File: src/rtl/bconv3x3_bin_layer2.sv
// Streaming 3x3 XNOR-popcount-threshold binary convolution, stride 1, no padding.
// Define BCONV_RUNTIME_WEIGHTS_EN to add cfg_load/cfg_weights/cfg_threshold inputs.
module bconv3x3_bin_layer2 #(
   parameter int         IN_WIDTH  = 13,
   parameter int         IN_HEIGHT = 13,
   parameter logic [8:0] WEIGHTS   = 9'h1FF,
   parameter int         THRESHOLD = 5
) (
   input  logic       clk,
   input  logic       reset,
   input  logic       valid_in,
   input  logic       pixel_in,
`ifdef BCONV_RUNTIME_WEIGHTS_EN
   input  logic       cfg_load,
   input  logic [8:0] cfg_weights,
   input  logic [3:0] cfg_threshold,
`endif
   output logic       pixel_out,
   output logic       valid_out,
   output logic       frame_done
);

   localparam int CW = $clog2(IN_WIDTH);
   localparam int RW = $clog2(IN_HEIGHT);
   localparam logic [CW-1:0] COL_LAST = CW'(IN_WIDTH - 1);
   localparam logic [RW-1:0] ROW_LAST = RW'(IN_HEIGHT - 1);
   localparam logic [CW-1:0] COL_TWO  = CW'(2);
   localparam logic [RW-1:0] ROW_TWO  = RW'(2);

   logic [IN_WIDTH-1:0] lb_r1;
   logic [IN_WIDTH-1:0] lb_r2;
   logic [CW-1:0]       col;
   logic [RW-1:0]       row;
   logic [8:0]          win;
   logic [8:0]          win_nx;
   logic [8:0]          wts;
   logic [8:0]          match;
   logic [3:0]          pop;
   logic                thr_ok;
   logic                emit;
   logic                col_end;
   logic                row_end;

`ifdef BCONV_RUNTIME_WEIGHTS_EN
   localparam logic [3:0] THR_INIT =
      (THRESHOLD > 15) ? 4'd15 : 4'(THRESHOLD);

   logic [3:0] thr_q;
   logic [8:0] wts_q;

   // A load coinciding with valid_in still scores that window with the old set.
   always_ff @(posedge clk) begin
      if (reset) begin
         wts_q <= WEIGHTS;
         thr_q <= THR_INIT;
      end else if (cfg_load) begin
         wts_q <= cfg_weights;
         thr_q <= cfg_threshold;
      end
   end

   assign wts    = wts_q;
   assign thr_ok = (pop >= thr_q);
`else
   assign wts    = WEIGHTS;
   assign thr_ok = (int'({28'd0, pop}) >= THRESHOLD);
`endif

   assign col_end = (col == COL_LAST);
   assign row_end = (row == ROW_LAST);
   assign emit    = valid_in && (row >= ROW_TWO) && (col >= COL_TWO);

   // Bit k = 3*dy+dx; the new right column enters at bits 2/5/8.
   always_comb begin
      win_nx = win;
      if (valid_in) begin
         win_nx = {pixel_in, win[8:7],
                   lb_r1[col], win[5:4],
                   lb_r2[col], win[2:1]};
      end
   end

   always_comb begin
      match = ~(win_nx ^ wts);
      pop   = 4'd0;
      for (int k = 0; k < 9; k++) begin
         pop = pop + 4'(match[k]);
      end
   end

   always_ff @(posedge clk) begin
      if (reset) begin
         lb_r1      <= '0;
         lb_r2      <= '0;
         win        <= '0;
         col        <= '0;
         row        <= '0;
         pixel_out  <= 1'b0;
         valid_out  <= 1'b0;
         frame_done <= 1'b0;
      end else begin
         valid_out  <= emit;
         frame_done <= emit && col_end && row_end;
         if (emit) begin
            pixel_out <= thr_ok;
         end
         if (valid_in) begin
            win        <= win_nx;
            lb_r2[col] <= lb_r1[col];
            lb_r1[col] <= pixel_in;
            if (col_end) begin
               col <= '0;
               row <= row_end ? '0 : row + 1'b1;
            end else begin
               col <= col + 1'b1;
            end
         end
      end
   end

endmodule

File: config.mk
export PLATFORM = sky130hd
export DESIGN_NAME = bconv3x3_bin_layer2
export DESIGN_NICKNAME = d
export VERILOG_FILES = /design/src/rtl/bconv3x3_bin_layer2.sv
export SDC_FILE = /design/constraint.sdc
export NUM_CORES = 1
export LEC_CHECK = 0
export CAP_MARGIN = 20
export CELL_PAD_IN_SITES_DETAIL_PLACEMENT = 1
export CELL_PAD_IN_SITES_GLOBAL_PLACEMENT = 1
export CORE_MARGIN = 2
export CORE_UTILIZATION = 43
export CTS_CLUSTER_DIAMETER = 150
export CTS_CLUSTER_SIZE = 8
export DETAILED_ROUTE_END_ITERATION = 12
export PLACE_DENSITY = 0.78
export SLEW_MARGIN = 30
export SYNTH_ARGS = -nofsm -noshare
export SYNTH_HDL_FRONTEND = slang
export SYNTH_SLANG_ARGS = --single-unit
File: constraint.sdc
create_clock -name clk -period 4.6 [get_ports clk]
set_input_delay 0.92 -clock clk [delete_from_list [all_inputs] [get_ports clk]]
set_output_delay 0.92 -clock clk [all_outputs]
set_load 0.05 [all_outputs]
Yosys cells after proc, flatten, opt, wreduce, memory -nomap -nowiden
Cells that the tools add are included.
{"block": "totals", "output_inout_bits": 3, "regBits": 46, "mem_bits_ro": 0, "n_memories": 0, "ram_bits": 0, "in_bits": 4, "latch_bits": 0}
{"block": "op_classes", "bitwise_logic": 2, "shift": 0, "div_mod_pow": 0, "magnitude_cmp": 5, "n_eq_ne": 2, "n_mux": 11, "mul": 0, "n_addsub": 10, "n_reduce_logical": 6}
{"operator": "$bwmux W13", "n": 2}
{"operator": "$add A4 B1 Y4", "n": 5}
{"operator": "$not A9 Y9", "n": 2}
{"operator": "$mux W9", "n": 1}
{"operator": "$add A4 B1 Y4 const B", "n": 2}
{"operator": "$bmux W1 S4", "n": 2}
{"operator": "$eq A4 B4 Y1 const B", "n": 2}
{"operator": "$ge A4 B2 Y1 const B", "n": 2}
{"operator": "$mux W4", "n": 2}
{"operator": "$logic_and A1 B1 Y1", "n": 5}
{"operator": "$lt A4 B5 Y1 const B", "n": 1}
{"operator": "$add A3 B1 Y4", "n": 1}
{"operator": "$demux W1 S4", "n": 1}
{"operator": "$ge A4 B1 Y1 const B", "n": 1}
{"operator": "$ge A4 B3 Y1 const B", "n": 1}
{"operator": "$add A2 B1 Y3", "n": 1}
{"operator": "$mux W1", "n": 3}
{"operator": "$add A1 B1 Y2", "n": 1}
{"operator": "$reduce_and A2 Y1", "n": 1}

Longest topological paths before layout
{"block": "logic_depth", "word_depth": 14, "ltp_mapped": 15, "mapped_depth_nobuf": 13}

Least setup slack after synthesis
Ideal clock, no wire load.
{"block": "synth_timing", "kind": "in2reg", "from": "in valid_in", "to": "reg pixel_out", "path_slack_ns": 0.229, "setup_time_ns": 0.132, "cell_stages": 13, "t_arrival_ns": 4.239, "cell_sequence": "buf_2 > buf_2 > mux2i_1 > fa_1 > fa_1 > fa_1 > fa_1 > inv_1 > fa_1 > nor2b_1 > nor3_1 > a211oi_1 > nor3_1"}
{"block": "synth_between", "elab_chain_len": 12, "elab_cells_between_ends": 14, "cone_classes": "8 x add/sub; 1 x order compare; 1 x mux; 2 x bitwise; 2 x reduce/logical"}
{"item": "start: declaration", "line_no": "11", "text": "input logic valid_in,"}
{"item": "$mux W9", "line_no": "76", "text": "if (valid_in) begin"}
{"item": "$not A9 Y9 (no source line)"}
{"item": "$not A9 Y9", "line_no": "84", "text": "match = ~(win_nx ^ wts);"}
{"item": "$add A1 B1 Y2", "line_no": "87", "text": "pop = pop + 4'(match[k]);"}
{"item": "$add A2 B1 Y3", "line_no": "87"}
{"item": "$add A3 B1 Y4", "line_no": "87"}
{"item": "$add A4 B1 Y4 (5 in a row)", "line_no": "87"}
{"item": "$ge A4 B3 Y1", "line_no": "66", "text": "assign thr_ok = (int'({28'd0, pop}) >= THRESHOLD);"}
{"item": "end signal: assignment", "line_no": "105", "text": "pixel_out <= thr_ok;"}
{"item": "end: declaration", "line_no": "18", "text": "output logic pixel_out,"}
Parallel ways exist; a longest one is shown, timed or not.
A chain may end at the register's enable or synchronous reset.

Worst setup path after layout
Ends and elaborated chain as after synthesis.

==> impl_metrics.ini <==
[global_routing]
antenna_found_initial = 0
grt_max_degree = 33
grt-ovfl-total = 0
grt_pass1_wl_um = 9266
grt_pass1_vias = 1890
track_usage_pct = 18.83

[die]
ios = 7
dieHeight_um = 79.29
initial_core_util_pct = 44.26
die_w_um = 79.29
die-area_mm2 = 0.006286
coreArea_mm2 = 0.005507
rows = 27

[cells_and_area]
design_area_mm2 = 0.002629
post-route-util_pct = 47.74
final-seq-area_um2 = 920.9
fill_cells = 635
multi_input_area_mm2 = 0.001370
nets = 285
n_antenna_cell = 0
instances_no_fill = 339
drive_above_1_share_pct = 10.11
syn_to_final_growth_pct = 7.854

[cts]
clockBufferDepth = 2
clockRootBuffer = clkbuf_8
cts_tree = done
cts_buffers = 5
htree_num_levels = 2
cts.sinks = 46
clk_latency_ns = 0.30
clk_pin_slew_worst_paths_ns = 0.08

[logic_synthesis]
synth_nets = 286
ys_seq_elements = 46
synthFlopType = dfxtp_1
syn_avg_cell_area_um2 = 9.095
yosys_warnings = 0
synth_edf_count = 0
syn_area_mm2 = 0.002437
yosysSeqAreaShare_pct = 37.78
async_reset_ff_share_pct = 0
ys_types = 46
netlist_instances = 268

[setup_path]
crit_start = valid_in
rr_endpoint = pixel_out
worstSetupPathType = input port to flop
start_kind = input port
r2r_start = col[0]
reg2reg_slack_ns = 0.50
crit_end = pixel_out
arrival_ns = 4.29
reg2regPathDepth = 13
critical_path_required_ns = 4.77
path_max_fanout = 5
cp-end-kind = flop

[sta]
fin_skew_ns = 0.005736
final-setup-viol-count = 0
fin_crit_sh_pct = 89.43
hold_viol_final = 0
period_needed_ns = 4.114
setup_ws_ns = 0.4864
tightest_slew_ns = 0.7881
hold_ws_ns = 0.4594
fmax_mhz = 243.1
slew_headroom_pct = 47.23
rsz0062_at_grt = false
maxSlewViolCount = 0

[routing]
drcViolationCount = 0
drtAntennaViolNets = 0
wl_per_cell_um = 16.36
drt-total-wl_um = 5547
drt_iter0_markers = 117
routed_via_density = 5.684
dr.pass1.iters = 4
vias = 1927

[worst_hold_path]
hold_path_class = flop to flop

[power_and_ir_drop]
leakagePower_nw = 0.9799
p_per_area_mw_per_mm2 = 297.3
worst_ir_drop_vdd_v = 0.0001399

[placed_design]
dpl.hpwl_um = 3999
pre_cts_slack_ns = -0.2258
port_buffers = 6
dpl_cell_area_mm2 = 0.002542
placed_cells = 332
gp_congestion = 0.7417

[run_status]
status = completed

[run]
cap_violations = 0
[cell type report]
cell class | count | share of cell area (%)
Multi-Input combinational cell | 189 | 52.12
Clock buffer | 7 | 2.903
Tap cell | 72 | 3.427
Sequential cell | 46 | 35.03
Inverter | 9 | 1.285
Timing Repair Buffer | 16 | 5.236
[cell usage after synthesis (2+ instances only)]
cell type	instances	area, µm²
mux2_4	2	30.03
and3b_1	2	17.52
fa_1	5	100.1
a31oi_1	2	12.51
a21oi_1	28	140.1
nand2_1	30	112.6
nor2b_1	2	12.51
clkbuf_1	12	45.04
buf_4	4	30.03
nand3_1	17	85.08
a311oi_1	13	113.9
buf_2	6	30.03
mux2i_1	18	180.2
dfxtp_1	46	920.9
ha_1	9	112.6
or4_1	2	15.01
nor2_1	23	86.33
nand4_1	2	12.51
inv_1	9	33.78
a211oi_1	3	22.52
nand3b_1	2	15.01
nor3_1	7	35.03
[state kept, by name, summed over array words and instances (netlist names)]
| name | cells |
|---|---|
| lb_r2 | 13 |
| lb_r1 | 13 |
| pixel_out | 1 |
| valid_out | 1 |
| frame_done | 1 |
| row | 4 |
| win | 9 |
| col | 4 |
[worst max-delay path, cell delays in order]
cell	delay, ns
dlymetal6s2s_1	0.24
mux2i_1	0.32
fa_1	0.49
fa_1	0.52
fa_1	0.43
fa_1	0.38
inv_1	0.10
fa_1	0.41
nor2b_1	0.12
nor3_1	0.06
a211oi_1	0.23
nor3_1	0.07
[how the worst min path moves through the flow]
stage               startpoint        end  slack, ns  depth (start not counted)
finish               lb_r1[10]  lb_r1[10]       0.46                          2
global route          lb_r1[1]   lb_r1[1]       0.47                          2
CTS                   lb_r1[1]   lb_r1[1]       0.46                          2
detailed placement    lb_r1[1]   lb_r1[1]       0.45                          2
global placement      lb_r1[1]   lb_r1[1]       0.44                          2
floorplan             lb_r1[1]   lb_r1[1]       0.43                          2
[where the power goes]
part / leakage (nW) / internal (mW) / total, mW / switching, mW
sequential: 0.372 / 0.407 / 0.418 / 0.0109
clock: 0.0383 / 0.105 / 0.238 / 0.133
combinational: 0.569 / 0.0508 / 0.125 / 0.0740
total: 0.980 / 0.563 / 0.781 / 0.218
[kinds of logic after synthesis]
group                    count (synthesis)  share of synthesized area, %
XOR/XNOR                                 2                        0.7188
adder cells (fa/ha/maj)                 14                         8.727
multiplexers                            21                         9.548
AND/OR/NAND/NOR                         95                         19.10
flip-flops                              46                         37.78
AO/OA/AOI/OAI                           57                         17.81
buffers and inverters                   33                         6.314
[per-layer routing]
metal  vias up  share of wire (%)  global-route usage, %
li1        950                  -                      -
met4         0                1.6                  6.724
met5         -                  0                      0
met1       951                 48                  24.68
met3         8                1.7                  2.386
met2        18                 49                  31.86
[stage by stage]
step           power (mW)  TNS [ns]
2_1_floorplan      0.5209         0
3_3_place_gp       0.5465  -0.05651
3_5_place_dp       0.5534   -0.2258
4_1_cts            0.7876         0
5_1_grt            0.8217         0
6_report           0.7814         0
[what timing repair did]
action                     4_1_cts  5_1_grt
hold endpoints to repair         0        0
hold buffers                     0        0
setup endpoints to repair        0        1
buffers inserted                 0        0
resized for setup                0        3
[cells in the final DEF, fill, tap and decap left out, drive strengths merged, types with 2 or more instances in the layout]
cell type and n:
a22oi 2, inv 9, a311oi 14, a31oi 2, mux2i 18, clkdlybuf4s50 5
ha 9, clkbuf 7, mux2 2, and3 2, or4 2, and3b 2
nor3 8, nand2 30, a211oi 3, nand4 2, dfxtp 46, nand3b 2
buf 10, nor2b 2, nand3 17, a21oi 28, nor2 23, fa 5
Power figures use the tool's default switching activity.
